### config.mk
export PLATFORM = sky130hd
export DESIGN_NAME = flash_cmd_sched_flat
export DESIGN_NICKNAME = d
export VERILOG_FILES = /design/src/rtl/flash_cmd_sched_if.sv /design/src/rtl/flash_cmd_sched.sv /design/src/flat_wrapper.sv
export SDC_FILE = /design/constraint.sdc
export NUM_CORES = 1
export LEC_CHECK = 0
export CORE_ASPECT_RATIO = 0.6
export CORE_MARGIN = 2
export CORE_UTILIZATION = 40
export CTS_CLUSTER_DIAMETER = 200
export DETAILED_ROUTE_END_ITERATION = 12
export MAX_ROUTING_LAYER = met4
export PLACE_DENSITY = 0.67
export SLEW_MARGIN = 10
export SYNTH_ARGS = -nofsm -noshare
export SYNTH_HDL_FRONTEND = slang
export SYNTH_SLANG_ARGS = --single-unit
### constraint.sdc
create_clock -name clk -period 5.4 [get_ports clk]
set_input_delay 0.81 -clock clk [delete_from_list [all_inputs] [get_ports clk]]
set_output_delay 0.81 -clock clk [all_outputs]
set_load 0.05 [all_outputs]
### src/rtl/flash_cmd_sched_if.sv
// flash_cmd_sched_if: command request and read-response bundle between two requesters and the SPI flash sequencer
//   master: requester side (drives req_*, receives req_ready and rsp_*)
//   slave : sequencer side (receives req_*, drives req_ready and rsp_*)
interface flash_cmd_sched_if;
    logic [1:0]  req_valid;
    logic [1:0]  req_ready;
    logic [15:0] req_cmd;
    logic [47:0] req_addr;
    logic [1:0]  req_has_addr;
    logic [7:0]  req_dummy;
    logic [15:0] req_len;
    logic        rsp_valid;
    logic [7:0]  rsp_data;
    logic        rsp_id;
    logic        rsp_last;
    modport master (
        output req_valid, req_cmd, req_addr, req_has_addr, req_dummy, req_len,
        input  req_ready, rsp_valid, rsp_data, rsp_id, rsp_last
    );
    modport slave (
        input  req_valid, req_cmd, req_addr, req_has_addr, req_dummy, req_len,
        output req_ready, rsp_valid, rsp_data, rsp_id, rsp_last
    );
endinterface

### src/rtl/flash_cmd_sched.sv
// flash_cmd_sched: round-robin arbiter and SPI mode-0 command sequencer (opcode, address, dummy, read bytes)
//   clk, rst          : clock, synchronous active-high reset
//   bus               : requester commands in, tagged read bytes out
//   busy, grant_id    : transaction in progress, current/most recent requester
//   ce, sclk, dout    : flash chip enable (active-low), SPI clock, MOSI
//   din               : flash MISO
module flash_cmd_sched #(
    parameter int CLK_DIV = 2,
    parameter int CS_GAP  = 4
) (
    input  logic                    clk,
    input  logic                    rst,
    flash_cmd_sched_if.slave        bus,
    output logic                    busy,
    output logic                    grant_id,
    output logic                    ce,
    output logic                    sclk,
    output logic                    dout,
    input  logic                    din
);
    typedef enum logic [2:0] {IDLE, CMD, ADDR, DUMMY, DATA, GAP} state_t;
    localparam int DW = $clog2(CLK_DIV + 1);
    localparam int GW = $clog2(CS_GAP + 1);
    localparam logic [DW-1:0] DIV_TC = DW'(CLK_DIV - 1);
    localparam logic [GW-1:0] GAP_TC = GW'(CS_GAP);
    state_t        state, nxt;
    logic [DW-1:0] div_cnt;
    logic [GW-1:0] gap_cnt;
    logic [4:0]    bit_cnt;
    logic [7:0]    byte_cnt, len, cmd_g, len_g;
    logic [3:0]    dummy, dummy_g;
    logic [23:0]   addr_g;
    logic [30:0]   sh;
    logic [6:0]    rx;
    logic          has_addr, has_addr_g, last_grant, g, accept, tick, rise, fall, phase_end, byte_end;
    always_comb begin
        g          = (&bus.req_valid) ? ~last_grant : bus.req_valid[1];
        accept     = !rst && state == IDLE && |bus.req_valid;
        cmd_g      = g ? bus.req_cmd[15:8] : bus.req_cmd[7:0];
        addr_g     = g ? bus.req_addr[47:24] : bus.req_addr[23:0];
        has_addr_g = g ? bus.req_has_addr[1] : bus.req_has_addr[0];
        dummy_g    = g ? bus.req_dummy[7:4] : bus.req_dummy[3:0];
        len_g      = g ? bus.req_len[15:8] : bus.req_len[7:0];
        bus.req_ready = accept ? {g, ~g} : 2'b00;
        busy       = state != IDLE || accept;
        tick       = div_cnt == DIV_TC;
        rise       = tick && !sclk;
        fall       = tick && sclk;
        byte_end   = bit_cnt == 5'd7;
        phase_end  = state == CMD   ? byte_end :
                     state == ADDR  ? bit_cnt == 5'd23 :
                     state == DUMMY ? bit_cnt + 5'd1 == {1'b0, dummy} :
                     byte_end && byte_cnt + 8'd1 == len;
        // empty phases are skipped by falling straight through to the next non-empty one
        nxt        = (state == CMD && has_addr) ? ADDR :
                     ((state == CMD || state == ADDR) && dummy != 4'd0) ? DUMMY :
                     (state != DATA && len != 8'd0) ? DATA : GAP;
    end
    always_ff @(posedge clk) begin
        bus.rsp_valid <= 1'b0;
        bus.rsp_last  <= 1'b0;
        if (rst) begin
            state        <= IDLE;
            ce           <= 1'b1;
            sclk         <= 1'b0;
            dout         <= 1'b0;
            div_cnt      <= '0;
            gap_cnt      <= '0;
            bit_cnt      <= '0;
            byte_cnt     <= '0;
            len          <= '0;
            dummy        <= '0;
            has_addr     <= 1'b0;
            sh           <= '0;
            rx           <= '0;
            last_grant   <= 1'b1;
            grant_id     <= 1'b0;
            bus.rsp_data <= '0;
            bus.rsp_id   <= 1'b0;
        end else begin
            case (state)
                IDLE: if (accept) begin
                    state      <= CMD;
                    ce         <= 1'b0;
                    sclk       <= 1'b0;
                    div_cnt    <= '0;
                    bit_cnt    <= '0;
                    byte_cnt   <= '0;
                    dout       <= cmd_g[7];
                    sh         <= {cmd_g[6:0], addr_g};
                    has_addr   <= has_addr_g;
                    dummy      <= dummy_g;
                    len        <= len_g;
                    grant_id   <= g;
                    last_grant <= g;
                end
                GAP: begin
                    gap_cnt <= gap_cnt + 1'b1;
                    if (gap_cnt == GAP_TC) state <= IDLE;
                end
                default: begin
                    div_cnt <= tick ? '0 : div_cnt + 1'b1;
                    if (tick) sclk <= ~sclk;
                    if (rise && state == DATA) begin
                        rx <= {rx[5:0], din};
                        if (byte_end) begin
                            bus.rsp_valid <= 1'b1;
                            bus.rsp_data  <= {rx, din};
                            bus.rsp_id    <= grant_id;
                            bus.rsp_last  <= byte_cnt + 8'd1 == len;
                        end
                    end
                    if (fall) begin
                        sh <= sh << 1;
                        if (phase_end) begin
                            state   <= nxt;
                            bit_cnt <= '0;
                            dout    <= nxt == ADDR ? sh[30] : 1'b0;
                            if (nxt == GAP) begin
                                ce      <= 1'b1;
                                gap_cnt <= '0;
                            end
                        end else begin
                            bit_cnt <= (state == DATA && byte_end) ? 5'd0 : bit_cnt + 5'd1;
                            if (state == DATA && byte_end) byte_cnt <= byte_cnt + 8'd1;
                            dout    <= (state == CMD || state == ADDR) ? sh[30] : 1'b0;
                        end
                    end
                end
            endcase
        end
    end
endmodule

### src/flat_wrapper.sv
// flat-port wrapper written by rule: the top's interface ports become plain ports
module flash_cmd_sched_flat 
#(
    parameter int CLK_DIV = 2,
    parameter int CS_GAP  = 4
)
  (clk, rst, busy, grant_id, ce, sclk, dout, din, bus_req_valid, bus_req_cmd, bus_req_addr, bus_req_has_addr, bus_req_dummy, bus_req_len, bus_req_ready, bus_rsp_valid, bus_rsp_data, bus_rsp_id, bus_rsp_last);
  flash_cmd_sched_if bus_i ();
  input  logic clk;
  input  logic rst;
  output logic busy;
  output logic grant_id;
  output logic ce;
  output logic sclk;
  output logic dout;
  input  logic din;
  input wire logic [$bits(bus_i.req_valid)-1:0] bus_req_valid;
  input wire logic [$bits(bus_i.req_cmd)-1:0] bus_req_cmd;
  input wire logic [$bits(bus_i.req_addr)-1:0] bus_req_addr;
  input wire logic [$bits(bus_i.req_has_addr)-1:0] bus_req_has_addr;
  input wire logic [$bits(bus_i.req_dummy)-1:0] bus_req_dummy;
  input wire logic [$bits(bus_i.req_len)-1:0] bus_req_len;
  output wire logic [$bits(bus_i.req_ready)-1:0] bus_req_ready;
  output wire logic [$bits(bus_i.rsp_valid)-1:0] bus_rsp_valid;
  output wire logic [$bits(bus_i.rsp_data)-1:0] bus_rsp_data;
  output wire logic [$bits(bus_i.rsp_id)-1:0] bus_rsp_id;
  output wire logic [$bits(bus_i.rsp_last)-1:0] bus_rsp_last;
  assign bus_i.req_valid = bus_req_valid;
  assign bus_i.req_cmd = bus_req_cmd;
  assign bus_i.req_addr = bus_req_addr;
  assign bus_i.req_has_addr = bus_req_has_addr;
  assign bus_i.req_dummy = bus_req_dummy;
  assign bus_i.req_len = bus_req_len;
  assign bus_req_ready = bus_i.req_ready;
  assign bus_rsp_valid = bus_i.rsp_valid;
  assign bus_rsp_data = bus_i.rsp_data;
  assign bus_rsp_id = bus_i.rsp_id;
  assign bus_rsp_last = bus_i.rsp_last;
  flash_cmd_sched #(.CLK_DIV(CLK_DIV), .CS_GAP(CS_GAP)) u_core (.clk(clk), .rst(rst), .bus(bus_i), .busy(busy), .grant_id(grant_id), .ce(ce), .sclk(sclk), .dout(dout), .din(din));
endmodule
Yosys cells after proc, flatten, opt, wreduce, memory -nomap -nowiden
Cells that the tools add are included.
{ "word_totals": {"output_inout_bits": 18, "register_bits": 88} }
{ "op_classes": {"mux": 52, "bitwise": 8, "addsub": 4, "n_eq_ne": 17, "reduce_logical": 43} }
{ "op_table": {"columns": ["op", "n"], "rows": [
  ["31-bit 2-to-1 mux", 2],
  ["31-bit case mux with 2 select lines", 1],
  ["8-bit 2-to-1 mux", 6],
  ["3-bit 2-to-1 mux", 9],
  ["24-bit 2-to-1 mux", 1],
  ["5-bit 2-to-1 mux", 4],
  ["1-bit 2-to-1 mux", 17],
  ["8-bit case mux with 2 select lines", 1],
  ["2-bit nonzero test", 8],
  ["3-bit equality test, second input constant", 4],
  ["3-bit case mux with 2 select lines", 2],
  ["1-bit logical AND", 10],
  ["5-bit case mux with 2 select lines", 1],
  ["5-bit AND reduction", 2],
  ["3-bit by 2-bit equality test with 1-bit output, second input constant", 3],
  ["3-bit AND reduction", 3],
  ["3-bit nonzero test", 3],
  ["8-bit by 1-bit adder with 8-bit output, second input constant", 1],
  ["8-bit equality test", 1],
  ["1-bit NOT", 8],
  ["2-bit AND reduction", 4],
  ["4-bit AND reduction", 2],
  ["8-bit nonzero test", 1],
  ["2-bit 2-to-1 mux", 3],
  ["other kinds (21)", 27]
]} }

Longest topological paths before layout
{ "logic_depth": {"ltp_word": 10, "mapped_depth": 11, "ltp_nobuf": 9} }

Least setup slack after synthesis
Ideal clock, no wire load.
{ "synth_path": {"path_kind": "input -> output", "from": "input bus_req_valid[0]", "to": "output bus_req_ready[0]", "arrival_time_ns": 2.658, "required_time_ns": 4.590, "path_slack_ns": 1.932, "cell_stages": 6, "path_buffers": 3, "path_cell_list": "nand2_1 and2_1 clkbuf_1 clkbuf_1 buf_1 nor3_1"} }
{ "synth_via": {"elab_chain_cells": 4} }
{ "synth_lines": {"columns": ["item", "line", "rtl"], "rows": [
  ["start, declared", "flat_wrapper.sv:17", "input wire logic [$bits(bus_i.req_valid)-1:0] bus_req_valid;"],
  ["2-bit AND reduction", "flash_cmd_sched.sv:37", "g = (&bus.req_valid) ? ~last_grant : bus.req_valid[1];"],
  ["1-bit 2-to-1 mux", "flash_cmd_sched.sv:37", null],
  ["1-bit NOT", "flash_cmd_sched.sv:44", "bus.req_ready = accept ? {g, ~g} : 2'b00;"],
  ["2-bit 2-to-1 mux *", "flash_cmd_sched.sv:44", null],
  ["end, declared", "flat_wrapper.sv:23", "output wire logic [$bits(bus_i.req_ready)-1:0] bus_req_ready;"]
]} }
Every way passes the cells marked *; elsewhere a longest branch is shown, timed or not.

Worst setup path after layout
{ "layout_path": {"from": "input rst", "to": "output busy"} }
{ "layout_via": {"elab_chain_cells": 4} }
{ "layout_lines": {"columns": ["item", "line", "rtl"], "rows": [
  ["start, declared", "flat_wrapper.sv:10", "input logic rst;"],
  ["1-bit logical NOT", "flash_cmd_sched.sv:38", "accept = !rst && state == IDLE && |bus.req_valid;"],
  ["1-bit logical AND (2 in series)", "flash_cmd_sched.sv:38", null],
  ["1-bit logical OR", "flash_cmd_sched.sv:45", "busy = state != IDLE || accept;"],
  ["end, declared", "flat_wrapper.sv:11", "output logic busy;"]
]} }
No other way between the ends.

==> metrics.yaml <==
critical_path:
  end_kind: "output pin"
  worstPathArrival_ps: 2870
  critPathKind: "input pin to output pin"
  cp.required_ps: 4590
  critPathLaunchType: "input pin"
  path_max_fanout: 55
  slowest_stage: "clkdlybuf4s50_1"
  worstPathCellList: "buf_2, o21ai_0, clkdlybuf4s50_1"
  slowest_delay_ps: 810
grt:
  grt_max_degree: 68
  antenna_found_initial: 0
  grt_pass1_wl_mm: 21.73
  first_global_vias: 4385
  grt_util_all_layers: 0.2229
  overflow: 0
finish:
  fillers: 1111
  final_core_util: 0.5450
  layout_common_cells: "171 x nand2_1, 111 x clkdlybuf4s50_1, 88 x dfxtp_1"
  insertedDiodeCount: 0
  regArea_um2: 1762
  drive_gt1_frac: 0.05075
  layout_commonest_cell: "nand2_1"
  multiInputGateArea_um2: 2728
  nNetsFinal: 823
  area_growth_pct: 31.87
logic_synthesis:
  synthMuxAreaShare: 0.01937
  synth_top_family_by_area: "simple AND/OR/NAND/NOR gates"
  synthAdderAreaFrac: 0.01061
  netlist_area_um2: 4716
  synth_ff_type: "dfxtp_1"
  synth_xor_area_frac: 0.02600
  ys_seq_area_frac: 0.3736
  syn_area_per_cell_um2: 7.345
  async_flop_share: 0
  synth_edf_count: 0
  yosys.cell_types.count: 59
  ys_seq_elements: 88
  synth-simple-area-share: 0.2799
  synth_fp_nets: 741
  synth_warnings: 0
  synth-compound-area-share: 0.2409
  netlist_instances: 642
power:
  p_leak_uw: 0.002343
  irDropWorstVdd_mv: 0.2251
  power_per_cell_area_nw_per_um2: 425.4
cts:
  post_cts_resized: 0
  clk_latency_ps: 340
  clockRootBuffer: "clkbuf_16"
  cts_max_level: 3
  post_cts_buffers: 0
  cts_tree: "yes"
  cts-buffers-inserted: 9
  hold_buffers: 0
  path_clk_slew_ps: 60
  cts_buffer_depth: 2
  cts.sinks: 88
timing:
  max_freq_mhz: 272.0
  fin_crit_sh: 0.6807
  min_period_ps: 3676
  max_slew_margin: 0.3024
  skew_ps: 7.001
  tightestPinTransition_ps: 1046
  drv_slew: 0
  rsz0062_at_grt: "no"
  finalSetupViolCount: 0
  tns_ps: 0
  finalHoldViolCount: 0
status:
  outcome: "finished, final reports clean"
route:
  via_per_inst: 5.476
  wire_per_inst_um: 15.32
  first_iter_violations: 418
  drc_errors: 0
  drt_wl_total_mm: 13.62
  ant_nets: 0
  first_pass_iters: 5
  vias: 4868
floorplan:
  chipHeight_um: 88.11
  ios: 113
  coreArea_um2: 11410
  dieArea_um2: 12700
  die_w_um: 144.2
  rows: 30
  initial_core_util: 0.4133
min_path:
  min_path_type: "flop to flop"
place:
  dp_hpwl_mm: 9.562
  gp_congestion: 0.9176
  io_buffer_count: 112
job:
  drv_cap: 0
cell type report:
type	count	share of cell area
clock buffer	12	0.03964
clock inverter	4	0.01227
inverter	10	0.006036
multi-input combinational	496	0.4386
sequential	88	0.2833
tap	160	0.03219
timing repair buffer	119	0.1879
through the flow:
stage | worst slack (ps) | hold WS [ps] | cells | instance area (um2) | power, uW
after floorplan | 1932 | 431.6 | 642 | 4716 | 1675
after global placement | 1759 | 439.6 | 873 | 5896 | 1943
after detailed placement | 1719 | 444.1 | 873 | 5896 | 1962
after CTS | 1752 | 453.5 | 889 | 6218 | 2643
after global routing | 1635 | 467.3 | 889 | 6218 | 2822
final | 1724 | 451.4 | 889 | 6218 | 2646
logic make-up after synthesis:
logic type | count (synthesis)
AND/OR/NAND/NOR | 310
XOR/XNOR | 14
flip-flops | 88
adder cells (fa/ha/maj) | 4
AO/OA/AOI/OAI | 159
multiplexers | 9
buffers and inverters | 58
worst max-delay path: cells and delay by family:
kind / cells / cell delay [ps]
AOI/OAI and AO/OA: 1 / 460
buffers and inverters: 2 / 1580
state kept, by name, indices dropped and copies added, names as in the netlist, 2 cells and up:
name	cells
u_core.gap_cnt	3
u_core.dummy	4
u_core.state	3
u_core.len	8
u_core.bit_cnt	5
u_core.sh	31
u_core.bus.rsp_data	8
u_core.rx	7
u_core.byte_cnt	8
u_core.div_cnt	2
final timing paths:
kind	from	to	slack, ps	depth (start not counted)
hold / removal	u_core.sh[21]	u_core.sh[21]	450	2
hold reg to reg	u_core.sh[21]	u_core.sh[21]	450	2
setup / recovery	rst	busy	1720	3
setup reg to reg	u_core.state[1]	u_core.byte_cnt[5]	2000	9
synth_stat cells, drive strengths merged (2+ instances only):
cell / number / area [um2]
nand2: 171 / 641.9
dfxtp: 88 / 1762
nor2: 82 / 310.3
a21oi: 62 / 310.3
clkbuf: 33 / 123.9
a311o: 31 / 310.3
o21ai: 16 / 87.59
a311oi: 15 / 137.6
buf: 15 / 72.57
nand3: 12 / 65.06
inv: 10 / 37.54
nor3: 10 / 61.31
mux2i: 8 / 80.08
xnor2: 7 / 61.31
xor2: 7 / 61.31
o211ai: 6 / 45.04
nand2b: 5 / 31.28
nor4: 5 / 31.28
ha: 4 / 50.05
or4: 4 / 30.03
a21o: 3 / 23.77
a31oi: 3 / 18.77
and2: 3 / 21.27
nand4: 3 / 18.77
o22ai: 3 / 18.77
o31ai: 3 / 22.52
o32ai: 3 / 26.28
or3: 3 / 18.77
a22oi: 2 / 15.01
and3: 2 / 12.51
nor2b: 2 / 12.51
nor3b: 2 / 15.01
o211a: 2 / 20.02
per-layer routing:
layer	vias to the layer above	global-route usage	routed length (um)
met5	-	-	0
li1	2414	-	-
met2	192	0.3173	5785
met1	2245	0.3210	6562
met3	17	0.04811	1093
met4	0	0.05384	179
report_power, final:
part           internal [uW]  leakage [uW]  total (uW)  switching [uW]
clock                    420      0.000153         674             254
combinational            431       0.00147        1100             671
sequential               765      0.000718         869             104
Power figures use the tool's default switching activity.
